$ cat config.mk
export PLATFORM = sky130hd
export DESIGN_NAME = bus_arbiter_rr_flat
export DESIGN_NICKNAME = d
export VERILOG_FILES = /design/src/rtl/bus_arbiter_rr_if.sv /design/src/rtl/bus_arbiter_rr.sv /design/src/flat_wrapper.sv
export SDC_FILE = /design/constraint.sdc
export NUM_CORES = 1
export LEC_CHECK = 0
export ABC_AREA = 1
export BUFFER_PORTS_ARGS = -buffer_cell sky130_fd_sc_hd__buf_4
export CORE_ASPECT_RATIO = 1.2
export CORE_MARGIN = 2
export CORE_UTILIZATION = 58
export CTS_BUF_LIST = sky130_fd_sc_hd__clkbuf_16
export CTS_CLUSTER_DIAMETER = 200
export DETAILED_ROUTE_END_ITERATION = 8
export GPL_TIMING_DRIVEN = 0
export PLACE_DENSITY = 0.92
export SYNTH_ARGS = -nofsm -noshare
export SYNTH_HDL_FRONTEND = slang
export SYNTH_SLANG_ARGS = --single-unit
$ cat constraint.sdc
create_clock -name clk -period 3.32 [get_ports clk]
set_input_delay 0.83 -clock clk [delete_from_list [all_inputs] [get_ports clk]]
set_output_delay 0.83 -clock clk [all_outputs]
set_load 0.02 [all_outputs]
$ cat src/rtl/bus_arbiter_rr_if.sv
// bus_arbiter_rr_if: request/busy/grant bundle between bus clients and the shared-bus arbiter.
interface bus_arbiter_rr_if #(parameter int NUM_REQ = 6);
  localparam int ID_W = $clog2(NUM_REQ);
  logic [NUM_REQ-1:0] in_reqcyc;
  logic [NUM_REQ-1:0] in_busy;
  logic [NUM_REQ-1:0] out_grant;
  logic [ID_W-1:0] out_grant_id;
  logic out_bus_busy;
  logic out_timeout;
  modport master (
    input in_reqcyc, in_busy,
    output out_grant, out_grant_id, out_bus_busy, out_timeout
  );
  modport slave (
    output in_reqcyc, in_busy,
    input out_grant, out_grant_id, out_bus_busy, out_timeout
  );
endinterface

$ cat src/rtl/bus_arbiter_rr.sv
// bus_arbiter_rr: N-way round-robin/fixed-priority shared-bus arbiter with hold and turnaround.
// Optional hold-timeout watchdog is built only when ARB_TIMEOUT_EN is defined.
module bus_arbiter_rr #(
  parameter int NUM_REQ = 6,
  parameter int PRIORITY_MODE = 0,
  parameter int MAX_HOLD = 256
) (
  input logic clk,
  input logic reset,
  bus_arbiter_rr_if.master bus
);
  localparam int ID_W = $clog2(NUM_REQ);
  typedef enum logic [1:0] {IDLE, GRANT, BUSY, RELEASE} state_t;
  if (NUM_REQ < 2 || NUM_REQ > 16 || MAX_HOLD < 1) begin : g_bad_cfg
    $error("bus_arbiter_rr: unsupported NUM_REQ or MAX_HOLD");
  end
  state_t state;
  logic [NUM_REQ-1:0] grant;
  logic [ID_W-1:0] id, rr_ptr, nxt_id;
  logic own_req, own_busy, holding, expired, timeout;
  function automatic logic [ID_W-1:0] pick(input logic [NUM_REQ-1:0] req, input logic [ID_W-1:0] ptr);
    logic [ID_W-1:0] r;
    int j;
    r = '0;
    if (PRIORITY_MODE == 1) begin
      for (int i = NUM_REQ - 1; i >= 0; i--) if (req[i]) r = ID_W'(i);
    end else begin
      for (int i = NUM_REQ; i >= 1; i--) begin
        j = int'(ptr) + i;
        if (j >= NUM_REQ) j = j - NUM_REQ;
        if (req[j]) r = ID_W'(j);
      end
    end
    return r;
  endfunction
  assign own_req = bus.in_reqcyc[id];
  assign own_busy = bus.in_busy[id];
  assign holding = state == GRANT || state == BUSY;
  // RELEASE re-arbitrates against the just-released owner so the next grant lands after one dead cycle
  always_comb nxt_id = pick(bus.in_reqcyc, state == RELEASE ? id : rr_ptr);
`ifdef ARB_TIMEOUT_EN
  localparam int CNT_W = $clog2(MAX_HOLD + 1);
  logic [CNT_W-1:0] hold_cnt;
  assign expired = holding && hold_cnt == CNT_W'(MAX_HOLD - 1);
  always_ff @(posedge clk or posedge reset)
    if (reset) begin
      hold_cnt <= '0;
      timeout <= 1'b0;
    end else begin
      hold_cnt <= holding ? hold_cnt + 1'b1 : '0;
      timeout <= expired;
    end
`else
  assign expired = 1'b0;
  assign timeout = 1'b0;
`endif
  always_ff @(posedge clk or posedge reset)
    if (reset) begin
      state <= IDLE;
      grant <= '0;
      id <= '0;
      rr_ptr <= ID_W'(NUM_REQ - 1);
    end else begin
      case (state)
        IDLE, RELEASE: begin
          if (state == RELEASE) rr_ptr <= id;
          grant <= |bus.in_reqcyc ? NUM_REQ'(1) << nxt_id : '0;
          id <= |bus.in_reqcyc ? nxt_id : '0;
          state <= |bus.in_reqcyc ? GRANT : IDLE;
        end
        default: begin
          if (expired || (!own_busy && (state == BUSY || !own_req))) begin
            state <= RELEASE;
            grant <= '0;
          end else if (own_busy) state <= BUSY;
        end
      endcase
    end
  assign bus.out_grant = grant;
  assign bus.out_grant_id = id;
  assign bus.out_bus_busy = state != IDLE;
  assign bus.out_timeout = timeout;
endmodule
$ cat src/flat_wrapper.sv
// flat-port wrapper written by rule: the top's interface ports become plain ports
module bus_arbiter_rr_flat 
#(
  parameter int NUM_REQ = 6,
  parameter int PRIORITY_MODE = 0,
  parameter int MAX_HOLD = 256
)
  (clk, reset, bus_in_reqcyc, bus_in_busy, bus_out_grant, bus_out_grant_id, bus_out_bus_busy, bus_out_timeout);
  bus_arbiter_rr_if #(.NUM_REQ(NUM_REQ)) bus_i ();
  input logic clk;
  input logic reset;
  input wire logic [$bits(bus_i.in_reqcyc)-1:0] bus_in_reqcyc;
  input wire logic [$bits(bus_i.in_busy)-1:0] bus_in_busy;
  output wire logic [$bits(bus_i.out_grant)-1:0] bus_out_grant;
  output wire logic [$bits(bus_i.out_grant_id)-1:0] bus_out_grant_id;
  output wire logic [$bits(bus_i.out_bus_busy)-1:0] bus_out_bus_busy;
  output wire logic [$bits(bus_i.out_timeout)-1:0] bus_out_timeout;
  assign bus_i.in_reqcyc = bus_in_reqcyc;
  assign bus_i.in_busy = bus_in_busy;
  assign bus_out_grant = bus_i.out_grant;
  assign bus_out_grant_id = bus_i.out_grant_id;
  assign bus_out_bus_busy = bus_i.out_bus_busy;
  assign bus_out_timeout = bus_i.out_timeout;
  bus_arbiter_rr #(.NUM_REQ(NUM_REQ), .PRIORITY_MODE(PRIORITY_MODE), .MAX_HOLD(MAX_HOLD)) u_core (.clk(clk), .reset(reset), .bus(bus_i));
endmodule
# Word level (Yosys, flattened, before mapping)
# Index checks and enable logic that the tools add are counted.
[op_classes] n_shift=1 add_sub_neg=12 order_cmp=13 reduce_logical=10 n_mux=43 eq_ne=2
[ops] operator="$ge A32 B4 Y1 const B" n=6
[ops] operator="$lt A32 B5 Y1 const B" n=6
[ops] operator="$mux W32" n=6
[ops] operator="$sub A32 B4 Y32 const B" n=6
[ops] operator="$bmux W1 S3" n=8
[ops] operator="$mux W3" n=8
[ops] operator="$mux W6" n=3
[ops] operator="$mux W1" n=15
[ops] operator="$add A3 B3 Y4 const B" n=3
[ops] operator="$add A3 B2 Y4 const B" n=2
[ops] operator="$mux W2" n=3
[ops] operator="$reduce_or A6 Y1" n=1
[ops] operator="$shl A1 B3 Y6 const A" n=1
[ops] operator="$add A3 B1 Y4 const B" n=1
[ops] operator="$eq A2 B2 Y1 const B" n=2
[ops] operator="$lt A3 B4 Y1 const B" n=1
[ops] operator="$reduce_bool A2 Y1" n=2
[ops] operator="$reduce_bool A3 Y1" n=1
[ops] operator="$logic_not A1 Y1" n=2
[ops] operator="$logic_not A2 Y1" n=1
[ops] operator="$reduce_or A2 Y1" n=1
[ops] operator="$logic_and A1 B1 Y1" n=1
[ops] operator="$logic_or A1 B1 Y1" n=1
[totals] ff_bits=14 elab_cells=85

# Longest topological paths before layout
[depth] ltp_word=17 depth_mapped=25 ltp_nobuf=25

# Worst setup path before layout
# No wires, ideal clock.
[synth_path] path_type="reg2reg" startpoint="register u_core.state[1]" endpoint="register u_core.grant[4] (netlist: u_core.bus.out_grant[4])" setup_slack_ns=0.516 period_less_slack_ns=2.804 t_required_ns=3.255 arrival_time_ns=2.739 stages_incl_launch_ff=26 n_path_buf=0 cell_sequence="dfrtp_1 ha_1 inv_2 nand2_1 nand2_2 inv_2 ha_1 xor2_4 inv_1 ha_1 inv_1 nand2_1 nand2_1 nand3_1 inv_1 nor2_1 nand2_1 nand2_1 nand2_1 nand2_1 nand2_1 nand2_1 nand2_2 inv_2 nand3_1 nand2_1"
[synth_via] elab_chain_len=17
[synth_lines] element="start, declared" line="bus_arbiter_rr.sv:17" rtl="state_t state;"
[synth_lines] element="start signal, assigned" line="bus_arbiter_rr.sv:69" rtl="state <= |bus.in_reqcyc ? GRANT : IDLE;"
[synth_lines] element="$eq A2 B2 Y1" line="bus_arbiter_rr.sv:40, bus_arbiter_rr.sv:64"
[synth_lines] element="$mux W3" line="bus_arbiter_rr.sv:40" rtl="always_comb nxt_id = pick(bus.in_reqcyc, state == RELEASE ? id : rr_ptr);"
[synth_lines] element="$add A3 B3 Y4" line="bus_arbiter_rr.sv:29" rtl="j = int'(ptr) + i;"
[synth_lines] element="$sub A32 B4 Y32 / $ge A32 B4 Y1 (equally long branches)" line="bus_arbiter_rr.sv:30" rtl="if (j >= NUM_REQ) j = j - NUM_REQ;"
[synth_lines] element="$mux W32" line="bus_arbiter_rr.sv:30"
[synth_lines] element="$bmux W1 S3" line="bus_arbiter_rr.sv:31" rtl="if (req[j]) r = ID_W'(j);"
[synth_lines] element="$mux W1 (implied by the code) (2 in series)" line="bus_arbiter_rr.sv:31"
[synth_lines] element="$mux W3 (6 in series)" line="bus_arbiter_rr.sv:31"
[synth_lines] element="$shl A1 B3 Y6" line="bus_arbiter_rr.sv:67" rtl="grant <= |bus.in_reqcyc ? NUM_REQ'(1) << nxt_id : '0;"
[synth_lines] element="$mux W6" line="bus_arbiter_rr.sv:67"
[synth_lines] element="$mux W6" line="bus_arbiter_rr.sv:64" rtl="case (state)"
[synth_lines] element="end signal, assigned" line="bus_arbiter_rr.sv:67"
[synth_lines] element="end, declared" line="bus_arbiter_rr.sv:18" rtl="logic [NUM_REQ-1:0] grant;"
# Several ways; a longest one is shown, not always the timed one. The select of a mux whose other input is x is not followed.
# A chain may end at the register's enable or synchronous reset.

# Worst setup path in the final report
# Ends and elaborated chain as after synthesis.

==> summary.md <==
| Metric | Value |
|---|---|
| Cell Area, Synth | 1710 um^2 |
| Initial antenna violation count | 0 |
| Status | finished clean |
| Final setup viols | 0 |
| Sequential element share of the synthesized area | 20.6% |
| Cell variety after synth | 29 |
| Final period util | 92.2% |
| Ys async rst share | 100% |
| DR vias | 1881 |
| Commonest register cell after synthesis | dfrtp_1 |
| CP startpoint | u_core.state[1]$_DFFE_PP0P_ |
| Syn Nets | 309 |
| Pin slew with the least headroom to its limit | 0.567 ns |
| Worst min path class | reg2reg |
| DRT iter0 DRCs | 92 |
| Area delta synth->final | 18.6% |
| I/O Buffers | 23 |
| Syn avg cell area | 6.08 um^2 |
| Layout cell share with drive strength beyond 1 | 24.3% |
| Post-DP HPWL | 3300 um |
| CTS tree | built |
| Max-Slew Margin vs Limit | 62.1% |
| Crit. End Element | flip-flop |
| WL final | 4390 um |
| Fin crit period | 3.06 ns |
| Total of max-cap violations | 0 |
| ANT cells | 0 |
| GP Congestion | 0.859 |
| Cts hold-fix bufs | 0 |
| RR Startpoint | u_core.state[1]$_DFFE_PP0P_ |
| Max Slew Vio Count | 0 |
| Chip width | 53.6 um |
| Largest net degree at the start of global routing | 15 |
| Htree depth | 1 |
| GR Util All Layers | 29.5% |
| First-pass GRT wire length | 7620 um |
| Number of nets with antenna violations after routing | 0 |
| R2r setup slk | 0.26 ns |
| Clock sinks | 14 |
| Root Driver | clkbuf_16 |
| Post-synth EDFFs | 0 |
| Fin. Hold Viols | 0 |
| Clock latency on the worst-skew pair | 0.25 ns |
| Yosys warns | 0 |
| Yosys reg bits | 14 |
| Vias in the first global route | 1892 |
| Pre-antenna DRT Iters | 5 |
| Die Span Y | 63.6 um |
| Grt total ovfl | 0 |
| Core Region | 2810 um^2 |
| Crit Path Category | reg2reg |
| Worst-case clock buffer depth | 2 |
| Critical path launch point type | flip-flop |
| Setup Skew | 0.00372 ns |
| Fin nets | 337 |
| Site Rows | 21 |
| Post-Syn Instances | 282 |
| Critical Path RT | 3.51 ns |
| Drt drc | 0 |
| Hold Crit Start | u_core.bus.out_grant[4]$_DFFE_PP0P_ |
| Post-DR vias/cell | 5.48 |
| Fmax | 327 MHz |
| Worst-path maximum fanout | 10 |
| CTS Buf Count | 3 |
| Per-cell routed wire length | 12.8 um |
| Clock-pin slew on the worst setup and hold paths | 0.05 ns |
| Ports | 25 |
| Die ar. | 3410 um^2 |
| Initial core utilization | 61.0% |
| Layout Utilization | 72.3% |
| CP arrival | 3.25 ns |
==> critical path: stages, from the launching register on <==
cell     delay [ns]
dfrtp_1        0.38
ha_2           0.28
inv_2          0.09
nand2_1        0.12
nand2_4        0.11
inv_2          0.14
ha_4           0.20
xor2_4         0.19
inv_1          0.07
ha_1           0.29
inv_1          0.04
nand2_1        0.05
nand2_1        0.09
nand3_1        0.10
inv_1          0.05
nor2_1         0.10
nand2_1        0.07
nand2_1        0.07
nand2_1        0.05
nand2_1        0.09
nand2_1        0.06
nand2_1        0.10
nand2_2        0.08
inv_2          0.05
nand3_1        0.07
nand2_1        0.08
==> cells by family (layout without fill, tap and decap cells) <==
| kind of cell | after synthesis | in the layout | share of synthesized area, % |
|---|---|---|---|
| AOI/OAI and AO/OA | 33 | 33 | 11.2 |
| xor gates and xnor gates | 1 | 1 | 1.61 |
| adders and majority gates | 13 | 13 | 9.49 |
| buffers and inverters | 48 | 75 | 11.2 |
| DFF | 14 | 14 | 20.6 |
| other | 1 | 1 | 0.219 |
| and+or+nand+nor | 172 | 172 | 45.6 |
==> layer usage <==
metal	track usage (%)	part of all wire, %
met5	0	0
met1	34.2	41
met4	11.5	1.5
met2	52.9	53
met3	3.08	5.2
==> synth_stat cells (2+ instances only) <==
| master | n | area [um^2] |
|---|---|---|
| nor2_1 | 11 | 41.3 |
| nand2_1 | 102 | 383 |
| inv_2 | 7 | 26.3 |
| dfrtp_1 | 12 | 300 |
| ha_1 | 13 | 163 |
| nand2_2 | 19 | 119 |
| a21oi_1 | 4 | 20.0 |
| dfstp_2 | 2 | 52.6 |
| o21ai_1 | 8 | 40.0 |
| nand3_2 | 4 | 40.0 |
| nand2_4 | 2 | 22.5 |
| a21oi_2 | 2 | 17.5 |
| inv_1 | 37 | 139 |
| o21ai_2 | 4 | 35.0 |
| nand3_1 | 30 | 150 |
| o21ai_0 | 12 | 60.1 |
==> area by class of cell <==
type	instances	area (um^2)
flip-flops and latches	14	353
clock buffers	3	75.1
multi-input cells	220	1190
clock inverters	1	3.75
plain buffers	4	27.5
well taps	34	42.5
repair buffers	23	173
fillers	239	778
inverters	44	165
==> sequential cells by signal, indices dropped and copies added (netlist names) <==
signal / count
u_core.bus.out_grant_id: 3
u_core.rr_ptr: 3
u_core.state: 2
u_core.bus.out_grant: 6
==> metrics by stage <==
step / TNS (ns) / hold slack [ns] / cells / setup slack [ns] / area (um^2)
2_1_floorplan: 0 / 0.450 / 282 / 0.516 / 1710
3_3_place_gp: 0 / 0.465 / 339 / 0.180 / 1930
3_5_place_dp: 0 / 0.473 / 339 / 0.0708 / 1930
4_1_cts: 0 / 0.483 / 343 / 0.0194 / 2010
5_1_grt: -0.0343 / 0.528 / 343 / -0.0343 / 2030
6_report: 0 / 0.481 / 343 / 0.258 / 2030
==> timing repair <==
item                                    4_1_cts  5_1_grt
gates resized for setup                       0        6
buffers inserted                              0        0
endpoints found under the setup margin        0        9
==> cells in the final DEF, fill, tap and decap left out, types with 2 or more instances in the layout <==
cell / n
clkbuf_16: 3
inv_2: 7
ha_2: 2
nand2_4: 3
nor2_2: 2
nor2_1: 10
nand2_1: 102
dfrtp_1: 12
o21ai_0: 12
dfstp_2: 2
nand2_2: 18
a21oi_1: 4
a21oi_2: 2
nand3_1: 30
inv_1: 37
buf_4: 24
nand3_2: 4
o21ai_1: 8
o21ai_2: 4
ha_1: 10
==> final timing paths <==
check,to,cells past startpoint
setup / recovery,u_core.bus.out_grant[4]$_DFFE_PP0P_,25
hold reg to reg,u_core.bus.out_grant[4]$_DFFE_PP0P_,2
hold / removal,u_core.bus.out_grant[4]$_DFFE_PP0P_,2
max in group asynchronous,u_core.bus.out_grant[0]$_DFFE_PP0P_,2
setup reg to reg,u_core.bus.out_grant[4]$_DFFE_PP0P_,25
min in group asynchronous,u_core.state[1]$_DFFE_PP0P_,2
Power is left out: the tool's default activity adds up to more than one toggle a clock period on the data nets, which glitch-free logic cannot reach.
